==> src/rtl/afifo_pkg.sv <==
// Shared types and constants for the async FIFO read-side stream adapter.
package afifo_pkg;

    typedef enum logic [1:0] {
        IDLE   = 2'd0,
        ACTIVE = 2'd1,
        DRAIN  = 2'd2
    } rd_state_e;

    // rclk cycles between a pop strobe and its word appearing on rdata
    localparam int AFIFO_RD_LATENCY = 1;

endpackage

==> src/rtl/afifo_rd_stream_if.sv <==
// Valid/ready stream carrying words drained from the async FIFO.
interface afifo_rd_stream_if #(
    parameter int DATA_WIDTH = 32
);
    logic                  m_valid;
    logic                  m_ready;
    logic [DATA_WIDTH-1:0] m_data;

    modport master (output m_valid, output m_data, input m_ready);
    modport slave  (input m_valid, input m_data, output m_ready);
endinterface

==> src/rtl/afifo_rd_skid_buf.sv <==
// Circular elastic buffer: registered storage, push/pop pointers and occupancy.
module afifo_rd_skid_buf #(
    parameter int DATA_WIDTH = 32,
    parameter int DEPTH      = 4
) (
    input  logic                    clk_i,
    input  logic                    rst_ni,
    input  logic                    push_i,
    input  logic [DATA_WIDTH-1:0]   push_data_i,
    input  logic                    pop_i,
    output logic [$clog2(DEPTH):0]  occ_o,
    output logic [DATA_WIDTH-1:0]   data_o
);
    localparam int PTR_W = $clog2(DEPTH);
    localparam int OCC_W = PTR_W + 1;

    logic [DATA_WIDTH-1:0] mem_q [DEPTH];
    logic [PTR_W-1:0]      wr_ptr_q, wr_ptr_d;
    logic [PTR_W-1:0]      rd_ptr_q, rd_ptr_d;
    logic [OCC_W-1:0]      occ_q, occ_d;

    always_comb begin
        wr_ptr_d = wr_ptr_q + PTR_W'(push_i);
        rd_ptr_d = rd_ptr_q + PTR_W'(pop_i);
        occ_d    = occ_q + OCC_W'(push_i) - OCC_W'(pop_i);
    end

    always_ff @(posedge clk_i or negedge rst_ni) begin
        if (!rst_ni) begin
            wr_ptr_q <= '0;
            rd_ptr_q <= '0;
            occ_q    <= '0;
        end else begin
            wr_ptr_q <= wr_ptr_d;
            rd_ptr_q <= rd_ptr_d;
            occ_q    <= occ_d;
        end
    end

    // Storage is cleared on reset so the output word reads zero while empty
    for (genvar gi = 0; gi < DEPTH; gi++) begin : g_entry
        always_ff @(posedge clk_i or negedge rst_ni) begin
            if (!rst_ni) begin
                mem_q[gi] <= '0;
            end else if (push_i && (wr_ptr_q == PTR_W'(gi))) begin
                mem_q[gi] <= push_data_i;
            end
        end
    end

    assign occ_o  = occ_q;
    assign data_o = mem_q[rd_ptr_q];

endmodule

==> src/rtl/afifo_rd_stream.sv <==
// Async FIFO read-side consumer: credit-gated pops into an elastic buffer, drained as a stream.
module afifo_rd_stream
    import afifo_pkg::*;
#(
    parameter int DATA_WIDTH = 32,
    parameter int BUF_DEPTH  = 4,
    parameter int CNT_WIDTH  = 32
) (
    input  logic                   rclk,
    input  logic                   rrst_n,
    input  logic                   enable,
    input  logic                   rempty,
    output logic                   rinc,
    input  logic [DATA_WIDTH-1:0]  rdata,
    afifo_rd_stream_if.master      m_axis,
    output logic                   busy,
    output logic [CNT_WIDTH-1:0]   rd_count
);
    localparam int PTR_W = $clog2(BUF_DEPTH);
    localparam int OCC_W = PTR_W + 1;

    rd_state_e                    state_q, state_d;
    logic                         busy_q;
    logic [CNT_WIDTH-1:0]         rd_count_q;
    logic [AFIFO_RD_LATENCY-1:0]  pipe_q;
    logic [OCC_W-1:0]             occ;
    logic [OCC_W-1:0]             inflight_cnt;
    logic [OCC_W:0]               credit_used;
    logic [DATA_WIDTH-1:0]        buf_data;
    logic                         capture;
    logic                         xfer;

    always_comb begin
        inflight_cnt = '0;
        for (int i = 0; i < AFIFO_RD_LATENCY; i++) begin
            inflight_cnt = inflight_cnt + OCC_W'(pipe_q[i]);
        end
    end

    // Credits count words already buffered plus words still on their way from the FIFO
    assign credit_used = {1'b0, occ} + {1'b0, inflight_cnt};
    assign rinc        = (state_q == ACTIVE) && !rempty
                         && (credit_used < (OCC_W + 1)'(BUF_DEPTH));
    assign capture     = pipe_q[AFIFO_RD_LATENCY-1];
    assign xfer        = m_axis.m_valid && m_axis.m_ready;

    always_comb begin
        state_d = state_q;
        case (state_q)
            IDLE:    if (enable) state_d = ACTIVE;
            ACTIVE:  if (!enable) state_d = DRAIN;
            DRAIN: begin
                if (enable) begin
                    state_d = ACTIVE;
                end else if ((inflight_cnt == '0) && (occ == '0)) begin
                    state_d = IDLE;
                end
            end
            default: state_d = IDLE;
        endcase
    end

    always_ff @(posedge rclk or negedge rrst_n) begin
        if (!rrst_n) begin
            state_q    <= IDLE;
            busy_q     <= 1'b0;
            pipe_q     <= '0;
            rd_count_q <= '0;
        end else begin
            state_q <= state_d;
            busy_q  <= (state_d != IDLE);
            pipe_q  <= AFIFO_RD_LATENCY'({pipe_q, rinc});
            if (rinc) begin
                rd_count_q <= rd_count_q + CNT_WIDTH'(1);
            end
        end
    end

    afifo_rd_skid_buf #(
        .DATA_WIDTH (DATA_WIDTH),
        .DEPTH      (BUF_DEPTH)
    ) u_buf (
        .clk_i       (rclk),
        .rst_ni      (rrst_n),
        .push_i      (capture),
        .push_data_i (rdata),
        .pop_i       (xfer),
        .occ_o       (occ),
        .data_o      (buf_data)
    );

    assign m_axis.m_valid = (occ != '0);
    assign m_axis.m_data  = buf_data;
    assign busy           = busy_q;
    assign rd_count       = rd_count_q;

endmodule

==> src/flat_wrapper.sv <==
// flat-port wrapper written by rule: the top's interface ports become plain ports
module afifo_rd_stream_flat import afifo_pkg::*;
#(
    parameter int DATA_WIDTH = 32,
    parameter int BUF_DEPTH  = 4,
    parameter int CNT_WIDTH  = 32
)
  (rclk, rrst_n, enable, rempty, rinc, rdata, busy, rd_count, m_axis_m_valid, m_axis_m_data, m_axis_m_ready);
  afifo_rd_stream_if #(.DATA_WIDTH(DATA_WIDTH)) m_axis_i ();
  input  logic rclk;
  input  logic rrst_n;
  input  logic enable;
  input  logic rempty;
  output logic rinc;
  input  logic [DATA_WIDTH-1:0] rdata;
  output logic busy;
  output logic [CNT_WIDTH-1:0] rd_count;
  output wire logic [$bits(m_axis_i.m_valid)-1:0] m_axis_m_valid;
  output wire logic [$bits(m_axis_i.m_data)-1:0] m_axis_m_data;
  input wire logic [$bits(m_axis_i.m_ready)-1:0] m_axis_m_ready;
  assign m_axis_m_valid = m_axis_i.m_valid;
  assign m_axis_m_data = m_axis_i.m_data;
  assign m_axis_i.m_ready = m_axis_m_ready;
  afifo_rd_stream #(.DATA_WIDTH(DATA_WIDTH), .BUF_DEPTH(BUF_DEPTH), .CNT_WIDTH(CNT_WIDTH)) u_core (.rclk(rclk), .rrst_n(rrst_n), .enable(enable), .rempty(rempty), .rinc(rinc), .rdata(rdata), .m_axis(m_axis_i), .busy(busy), .rd_count(rd_count));
endmodule
==> config.mk <==
export PLATFORM = sky130hd
export DESIGN_NAME = afifo_rd_stream_flat
export DESIGN_NICKNAME = d
export VERILOG_FILES = /design/src/rtl/afifo_pkg.sv /design/src/rtl/afifo_rd_stream_if.sv /design/src/rtl/afifo_rd_skid_buf.sv /design/src/rtl/afifo_rd_stream.sv /design/src/flat_wrapper.sv
export SDC_FILE = /design/constraint.sdc
export NUM_CORES = 1
export LEC_CHECK = 0
export ABC_AREA = 0
export CAP_MARGIN = 10
export CORE_MARGIN = 3
export CORE_UTILIZATION = 44
export DETAILED_ROUTE_END_ITERATION = 12
export PLACE_DENSITY = 0.65
export SYNTH_ARGS = -nofsm -noshare
export SYNTH_HDL_FRONTEND = slang
export SYNTH_HIERARCHICAL = 1
export SYNTH_SLANG_ARGS = --single-unit
==> constraint.sdc <==
create_clock -name rclk -period 2.6 [get_ports rclk]
set_input_delay 0.52 -clock rclk [delete_from_list [all_inputs] [get_ports rclk]]
set_output_delay 0.52 -clock rclk [all_outputs]
set_load 0.01 [all_outputs]
After elaboration in Yosys (flattened, before gate mapping) --
Index checks and enable logic that the tools add are counted.
Word-level totals: input port bits 37, register bits 171, word-level logic and storage cells 48, output and inout bits 67
Operators by class: reductions and logical operators 15, eq/ne operators 5, mux-type cells 8, add/subtract/negate cells 6, magnitude comparators 2, bitwise logic cells 1
Operators with widths (count):
- $bmux 32 s2 | 1
- $mux 32 | 2
- $add 32x1->32 const B | 1
- $logic_and 1x1->1 | 8
- $mux 2 | 4
- $eq 2x2->1 const B | 3
- $logic_not 3->1 | 2
- $pmux 2 s3 | 1
- $add 2x1->2 | 2
- $add 3x1->4 | 1
- $eq 2x1->1 const B | 2
- $logic_not 2->1 | 2
- $lt 4x3->1 const B | 1
- $add 3x1->3 | 1
- $ge 3x3->1 const B | 1
- $not 2->3 | 1
- $reduce_bool 3->1 | 1
- $sub 3x1->3 | 1
- $reduce_bool 2->1 | 1
- $logic_not 1->1 | 1

Longest topological paths before layout --
depth in word-level cells 6, mapped depth 7, mapped depth without buffers 7

Hierarchy --
Netlist, hierarchy kept.
Modules (own cells, without submodules):
- afifo_rd_skid_buf | times used 1, area each 5818.1 um^2, seq. area each 3378.2 um^2, cells each 332
- afifo_rd_stream | times used 1, area each 1640.3 um^2, seq. area each 900.9 um^2, cells each 144

Worst setup path after synthesis --
No wires, ideal clock.
path kind input-to-reg, start point in rempty, end point reg u_core.rd_count_q[6], in the netlist u_core/rd_count[6], cell stages on the path 5, buffers on the path 1, data arrival time 1.974 ns, required time 2.473 ns, slack 0.499 ns, library setup time 0.127 ns, cells stage by stage or4b_1 clkbuf_2 or3b_4 or3_4 xnor2_2
On the way: word-level cells in the longest chain between the ends 3
Ends and longest elaborated chain:
- from (decl) | line flat_wrapper.sv:13 | input logic rempty;
- $logic_not 1->1 | line afifo_rd_stream.sv:42 | assign rinc = (state_q == ACTIVE) && !rempty
- $logic_and 1x1->1 | line afifo_rd_stream.sv:42
- $logic_and 1x1->1 | line afifo_rd_stream.sv:43 | && (credit_used < (OCC_W + 1)'(BUF_DEPTH));
- to (signal assigned) | line afifo_rd_stream.sv:74 | rd_count_q <= rd_count_q + CNT_WIDTH'(1);
- to (decl) | line afifo_rd_stream.sv:24 | logic [CNT_WIDTH-1:0] rd_count_q;
No other way between the ends. A chain may end at the register's enable or synchronous reset.

Worst setup path after layout --
start point reg u_core.u_buf.rd_ptr_q[0], end point out m_axis_m_data[29]
On the way: word-level cells in the longest chain between the ends 4
Ends and longest elaborated chain:
- from (decl) | line afifo_rd_skid_buf.sv:19 | logic [PTR_W-1:0] rd_ptr_q, rd_ptr_d;
- from (signal assigned) | line afifo_rd_skid_buf.sv:35 | rd_ptr_q <= rd_ptr_d;
- $not 2->3 (not written as such) | line afifo_rd_skid_buf.sv:52 | assign data_o = mem_q[rd_ptr_q];
- $bmux 32 s2 | line afifo_rd_skid_buf.sv:52
- $mux 32 (not written as such) (2 in a row) | line afifo_rd_skid_buf.sv:52
- to (decl) | line flat_wrapper.sv:19 | output wire logic [$bits(m_axis_i.m_data)-1:0] m_axis_m_data;
No other way between the ends. The select of a mux whose other input is x is not followed.

==> run summary <==
Vias in the first global route -> 4815
Most frequent cells in the layout -> 169 x dfrtp_1, 129 x mux2_2, 79 x clkdlybuf4s50_1
Die H -> 136 µm
Pwr/cell area -> 1150 nW/µm²
Final instance count without filler cells -> 837
P&R area growth vs syn -> 27.4%
Initial Util -> 46.0%
Fin crit period -> 2530 ps
Worst Skew -> 12.2 ps
Full die area -> 18500 µm²
# hold bufs at CTS -> 0
Final Setup Violations -> 0
Residual DRC count -> 0
Status -> completed
I/O Buffers -> 103
Syn Area/Cell -> 15.7 µm²
Synth Register Bits -> 171
Placer Congestion -> 0.803
Fin. max-slew vios -> 0
Seq/Total Area, Yosys -> 57.4%
Post-synthesis xor/xnor area fraction -> 4.21%
Post-route cell area -> 9500 µm²
Initial antenna violation count -> 0
Max-cap viol count -> 0
CP Max Fanout -> 13
Switching share of total power -> 28.9%
CP arrival -> 2010 ps
First-pass GRT wire length -> 25600 µm
Flop pwr share -> 39.8%
Top-Level Pins -> 104
Int Pwr -> 7.80 mW
Dpl hpwl -> 10300 µm
Syn Nets -> 519
Max Clk Rate -> 0.395 GHz
Total gr overflow -> 0
PnR Total Power -> 11.0 mW
Commonest non-fill, non-tap cell in the layout -> dfrtp_1
Die Wd -> 136 µm
Post-route ant nets -> 0
Minimum setup slack among reg-to-reg paths -> 380 ps
TritonCTS clock tree -> yes
Largest family of logic cells by synthesized area -> multiplexers
Netlist cell types -> 36
Core area -> 16200 µm²
Final TNS setup -> 0 ps
TritonCTS buffer count -> 17
Multi-input logic area -> 3030 µm²
DR iter-0 viols -> 182
Final WL -> 15900 µm
Clk slew on worst S/H paths -> 70 ps
DR vias/cell -> 5.39
Synth Area in Compound Gates -> 0.336%
Synth warn -> 6
Vias -> 4508
Hold crit path type -> input port to async pin
Simple-Gate Fraction of Synth Area -> 5.62%
Sequential cell area -> 4280 µm²
Worst-margin pin slew -> 610 ps
Nets@finish -> 651
LEAKAGE -> 4.02 nW
CP Capture Type -> output port
Drt first pass iters -> 4
Drt wl/cell -> 18.9 µm
Clock sink total -> 171
Worst Path Required -> 2080 ps
Net Sw Power -> 3.17 mW
Pin count of the biggest net entering global routing -> 63
# fillers -> 1316
Slew Limit Headroom -> 59.3%
Final period util -> 97.5%
Dpl cells -> 793
Setup WS post-layout -> 65.5 ps
Clk buf depth -> 2
Crit path kind -> flip-flop to output port
Latest clock arrival within the worst-skew pair -> 420 ps
Antenna cells -> 0
Adder-Cell Fraction of Synth Area -> 1.11%
Critical Path Source Type -> flip-flop
Cell chosen for the clock root -> clkbuf_16
H-tree Lvls -> 4
Mapped cell area -> 7460 µm²
Mux share of post-synthesis cell area -> 29.1%
Final Hold Fails -> 0
Syn Inst Count -> 476
Comb pwr share -> 37.2%
GRT Overall Usage -> 18.1%
Setup WS pre-CTS -> -59.0 ps
Clock share of power -> 23.1%
Layout cell share with drive strength beyond 1 -> 38.5%
Cell Area, Placed -> 8840 µm²
Worst VDD drop -> 0.000745 V
# rows -> 46
-- path summary, 6_finish.rpt --
kind	start	end	depth (start not counted)
max in group asynchronous	rrst_n	u_core/u_buf/rd_ptr_q[0]	2
max	u_core/u_buf/rd_ptr_q[0]	m_axis_m_data[29]	3
min in group rclk	u_core/rd_count[31]	u_core/rd_count[31]	1
max reg2reg	u_core/u_buf/occ_o[2]	u_core/u_buf/occ_o[2]	7
min reg2reg	u_core/rd_count[31]	u_core/rd_count[31]	1
min	rrst_n	u_core/u_buf/mem_q[102]	1
-- worst max-delay path, cell delays in order (launching register included) --
cell             delay (ps)
dfrtp_2                 410
buf_12                  170
mux4_2                  510
clkdlybuf4s50_1         500
-- sequential cells by signal, indices dropped and copies added (netlist names) --
register and count:
u_core/busy 1, u_core/capture 1, u_core/rd_count 32, u_core/state_q 2, u_core/u_buf/mem_q 128, u_core/u_buf/occ_o 3
u_core/u_buf/rd_ptr_q 2, u_core/u_buf/wr_ptr_q 2
-- synthesized netlist by cell type --
library cell / number / area share (%)
dfrtp_1: 171 / 57
mux2_2: 129 / 19
mux4_2: 32 / 9.7
xnor2_1: 27 / 3.2
nand4_1: 17 / 1.4
buf_2: 14 / 0.94
nand3_1: 13 / 0.87
nand2_1: 8 / 0.40
xor2_1: 7 / 0.82
and3_1: 6 / 0.50
ha_1: 5 / 0.84
inv_1: 5 / 0.25
nor2_1: 5 / 0.25
clkbuf_1: 4 / 0.20
buf_4: 3 / 0.30
buf_6: 3 / 0.45
nor3_1: 3 / 0.20
nor4_1: 3 / 0.25
and4_1: 2 / 0.23
nand3b_1: 2 / 0.20
o21ai_0: 2 / 0.13
a21boi_0: 1 / 0.10
and2_1: 1 / 0.084
clkbuf_2: 1 / 0.067
fa_1: 1 / 0.27
nor2b_1: 1 / 0.084
nor3_2: 1 / 0.13
nor3b_2: 1 / 0.17
nor4_2: 1 / 0.17
o21a_1: 1 / 0.10
or2b_2: 1 / 0.12
or3_1: 1 / 0.084
or3_4: 1 / 0.15
or3b_4: 1 / 0.15
or4b_1: 1 / 0.13
xnor2_2: 1 / 0.22
-- power groups by stage --
stage / clock, mW / sequential [mW] / combinational, mW
after floorplan: 0 / 4.20 / 2.60
after global placement: 0 / 4.31 / 4.17
after detailed placement: 0 / 4.41 / 4.27
after CTS: 2.62 / 4.37 / 4.03
after global routing: 2.74 / 4.50 / 4.39
final: 2.53 / 4.36 / 4.08
-- area by class of cell --
type                            instances  area share, %
Inverter                                5          0.198
Multi-Input combinational cell        275           31.8
Tap cell                              216           2.84
Timing Repair Buffer                  138           13.8
Sequential cell                       171           45.1
Clock buffer                           18           4.62
Clock inverter                         14           1.67
-- metal layers --
metal	up-vias	part of all wire [%]	track usage (%)
met5	-	0	0
met4	0	0.73	3.86
met3	8	5.2	5.37
met2	104	50	29.6
met1	2380	44	24.0
li1	2016	-	-
-- cell families after synthesis --
group	count (synthesis)
AND/OR/NAND/NOR	69
flip-flops	171
adder cells (fa/ha/maj)	6
multiplexers	161
XOR/XNOR	35
AO/OA/AOI/OAI	4
buffers and inverters	30
-- repair_timing --
item	4_1_cts	5_1_grt
setup endpoints to repair	22	11
resized for setup	22	1
pin swaps	0	0
buffers inserted	0	12
-- per-stage QoR --
step           utilization [%]  hold WS, ps
2_1_floorplan                -          224
3_3_place_gp              54.5          468
3_5_place_dp              54.5          465
4_1_cts                   58.0         95.1
5_1_grt                   58.5          108
6_report                  58.5         71.6
Note: power is estimated with default switching activity, not from simulation.
==> patch 1 (same flow settings) <==
Reset style: synchronous (`rrst_n` and `rst_ni`), changed in 3 clocked blocks. Comments in the files are not updated.
--- a/src/rtl/afifo_rd_skid_buf.sv
+++ b/src/rtl/afifo_rd_skid_buf.sv
@@ -25,7 +25,7 @@
         occ_d    = occ_q + OCC_W'(push_i) - OCC_W'(pop_i);
     end
 
-    always_ff @(posedge clk_i or negedge rst_ni) begin
+    always_ff @(posedge clk_i) begin
         if (!rst_ni) begin
             wr_ptr_q <= '0;
             rd_ptr_q <= '0;
@@ -39,7 +39,7 @@
 
     // Storage is cleared on reset so the output word reads zero while empty
     for (genvar gi = 0; gi < DEPTH; gi++) begin : g_entry
-        always_ff @(posedge clk_i or negedge rst_ni) begin
+        always_ff @(posedge clk_i) begin
             if (!rst_ni) begin
                 mem_q[gi] <= '0;
             end else if (push_i && (wr_ptr_q == PTR_W'(gi))) begin
--- a/src/rtl/afifo_rd_stream.sv
+++ b/src/rtl/afifo_rd_stream.sv
@@ -60,7 +60,7 @@
         endcase
     end
 
-    always_ff @(posedge rclk or negedge rrst_n) begin
+    always_ff @(posedge rclk) begin
         if (!rrst_n) begin
             state_q    <= IDLE;
             busy_q     <= 1'b0;
Behaviour: differs if rrst_n is asserted again (counterexample within 4 cycles, from zero or initial values and one cycle with rrst_n low); with rrst_n held inactive, the same outputs for 4 cycles.
==> patch 1 against the original RTL <==
  * Register-to-register slack worse by 260 ps
  * First-iteration DRC count up 49%
  * Worst setup slack better by 25 ps
  * Critical path depth unchanged
  * Routed wire length up 5.4%
  * Via count up 8.5%
  * Area after synthesis up 2.7%
  * Critical endpoint is now m_axis_m_data[12]
  * Design area up 2.2%
  * Final cell count up 6.9%
  * Core utilization down 0.80 points
  * Sequential cell count unchanged
  * Clock skew down 6.3 ps
Power is not compared: it rests on default switching activity, and its combinational part moved more than twofold at a synthesized area within 25%.
==> patch 1: results <==
set metrics [dict create \
    drive_gt1_frac 0.138 \
    crit_fanout 9 \
    wirelength_mm 16.7 \
    viasPerCell 5.47 \
    placed_area_um2 9020 \
    worst_clock_skew_ps 5.86 \
    crit_end "m_axis_m_data[12]" \
    wl_met3_um 952 \
    wl_per_cell_um 18.7 \
    muxShareOfSynthArea 0.0990 \
    synth_compound_area_frac 0.0418 \
    grt_max_degree 33 \
    nFillCells 1364 \
    yosys.area_share.adder 0.0108 \
    post-route-min-period_ps 2510 \
    grt_pass1_wl_mm 26.6 \
    pre_cts_ws_ps 35.6 \
    crit_start "u_core/u_buf/rd_ptr_q[0]$_SDFF_PN0_" \
    status "finished, final reports clean" \
    ys_seq_area_frac 0.614 \
    first_global_vias 5113 \
    worstPathArrival_ps 1990 \
    place_congestion 0.802 \
    reg2reg_depth 8 \
    rrSetupSlack_ps 120 \
]
## patch 1: changes by cell type after synthesis, moves of 10 or more
cell      change
dfxtp_1      +43
edfxtp_1    +128
clkbuf_2     +11
mux2_2      -129
xnor2_1      -26
or4_1        +15
o31ai_1      +15
nand2_1      +10
dfrtp_1     -171
and2_1      +140
o21ai_0      +11
a21oi_1      +27
## patch 1: cell families after synthesis
| family | Yosys count |
|---|---|
| adders and majority gates | 6 |
| AOI/OAI and AO/OA | 56 |
| muxes | 35 |
| and+or+nand+nor | 235 |
| buffers and inverters | 41 |
| DFF | 171 |
| xor gates and xnor gates | 7 |
## patch 1: layout make-up
class                   count  area share
clock buffers              17      0.0438
clock inverters            15      0.0205
inverters                  10     0.00387
multi-input cells         339       0.285
flip-flops and latches    171       0.485
well taps                 220      0.0283
repair buffers            123       0.134
## patch 1: layer usage
metal / track usage / vias to the layer above
met5: 0 / -
met4: 0.0604 / 0
met3: 0.0439 / 26
met2: 0.319 / 132
met1: 0.229 / 2452
li1: - / 2282
==> patch 2 (config.mk and constraints unchanged) <==
Made on the original files. `CNT_WIDTH` is set to 32 in 2 places; all go to 16.
--- a/src/rtl/afifo_rd_stream.sv
+++ b/src/rtl/afifo_rd_stream.sv
@@ -4,7 +4,7 @@
 #(
     parameter int DATA_WIDTH = 32,
     parameter int BUF_DEPTH  = 4,
-    parameter int CNT_WIDTH  = 32
+    parameter int CNT_WIDTH  = 16
 ) (
     input  logic                   rclk,
     input  logic                   rrst_n,
--- a/src/flat_wrapper.sv
+++ b/src/flat_wrapper.sv
@@ -3,7 +3,7 @@
 #(
     parameter int DATA_WIDTH = 32,
     parameter int BUF_DEPTH  = 4,
-    parameter int CNT_WIDTH  = 32
+    parameter int CNT_WIDTH  = 16
 )
   (rclk, rrst_n, enable, rempty, rinc, rdata, busy, rd_count, m_axis_m_valid, m_axis_m_data, m_axis_m_ready);
   afifo_rd_stream_if #(.DATA_WIDTH(DATA_WIDTH)) m_axis_i ();
Ports: changed (resized rd_count); port bits go from 104 to 88. The function was not compared with the original's and may differ.
==> patch 2 against the original RTL <==
  * Routed wire length is 15% lower
  * Synthesized cell count decreased by 14%
  * Clock skew down 8.1 ps
  * Core utilization fell by 0.67 points
  * Via count fell by 17%
  * Sequential cell count fell by 16
  * Area after synthesis is 9.9% lower
  * Clock power about the same
  * Final cell count shrank 14%
  * Design area is 10% lower
  * Power decreased by 3.1%
  * Worst setup slack worse by 8.8 ps
  * Critical path depth unchanged
==> patch 2: results <==
set metrics [dict create \
    crit_slowest_cell "dfrtp_4" \
    grt_pass1_wl_mm 22.1 \
    yosys-top-cells-area "dfrtp_1 (58%), mux2_2 (22%), mux4_2 (11%), xor2_1 (1.3%), xnor2_1 (1.2%)" \
    clk_share 0.0721 \
    reg2reg_depth 8 \
    ys_seq_area_frac 0.577 \
    num_antenna_cells 0 \
    sh_seq_area 0.455 \
    synth_nets 452 \
    use_met3 0.0495 \
    power.switching_mw 2.98 \
    synth_xor_xnor_area_share 0.0248 \
    final_cells 718 \
    n_clock_buffer 25 \
    placed_area_um2 7890 \
    buf_share 0.127 \
    clock_sinks 155 \
    worstReg2RegStart "u_core/u_buf/occ_o[0]$_DFF_PN0_" \
    post_cts.repair.setup_buffers 5 \
    drtIter0Drc 158 \
    yosys-top-cells-count "dfrtp_1 (155), mux2_2 (129), mux4_2 (32), buf_2 (14), xor2_1 (10)" \
    inverters 7 \
    buffers 114 \
    dp.cells 678 \
    peakVddDrop_mv 0.670 \
    status "finished, final reports clean" \
    place_congestion 0.768 \
    worstMarginPinSlew_ps 675 \
    grt.met1_usage 0.233 \
    first_global_vias 4137 \
    rrSetupSlack_ps 320 \
    final_util 0.579 \
    vias 3763 \
    grt_max_degree 73 \
    p_int_mw 7.65 \
    worst_clock_skew_ps 4.02 \
    dp_hpwl_mm 8.62 \
    pg_seq_mw 4.12 \
    io_buffers 87 \
    leakagePower_nw 3.68 \
    synth_compound_area_frac 0.00261 \
    syn_inst 409 \
    wl_met2_mm 6.47 \
    worst_hold_slack_ps 111 \
    yosys.area_share.adder 0.0123 \
    multi_input_gates 226 \
    nFillCells 1160 \
    pre_cts_ws_ps 138 \
    nNetsFinal 564 \
    crit_fanout 5 \
]
patch 2: cell count changes after synthesis, sizes merged, moves of 3 or more:
cell    unedited run  this run
xnor2             28         9
dfrtp            171       155
nand4             17         5
nand3             13         6
and3               6         1
nand2              8         4
clkbuf             5         2
xor2               7        10
patch 2: worst max-delay path by stage:
stage	from	endpoint	slack [ps]	cells past startpoint
after floorplan	u_core/u_buf/occ_o[0]$_DFF_PN0_	u_core/u_buf/occ_o[2]$_DFF_PN0_	380	8
after global placement	rempty	rinc	120	4
after detailed placement	rempty	rinc	140	4
after CTS	u_core/u_buf/rd_ptr_q[0]$_DFF_PN0_	m_axis_m_data[19]	8	3
after global routing	u_core/u_buf/rd_ptr_q[0]$_DFF_PN0_	m_axis_m_data[2]	-4	4
final	u_core/u_buf/rd_ptr_q[0]$_DFF_PN0_	m_axis_m_data[29]	60	3
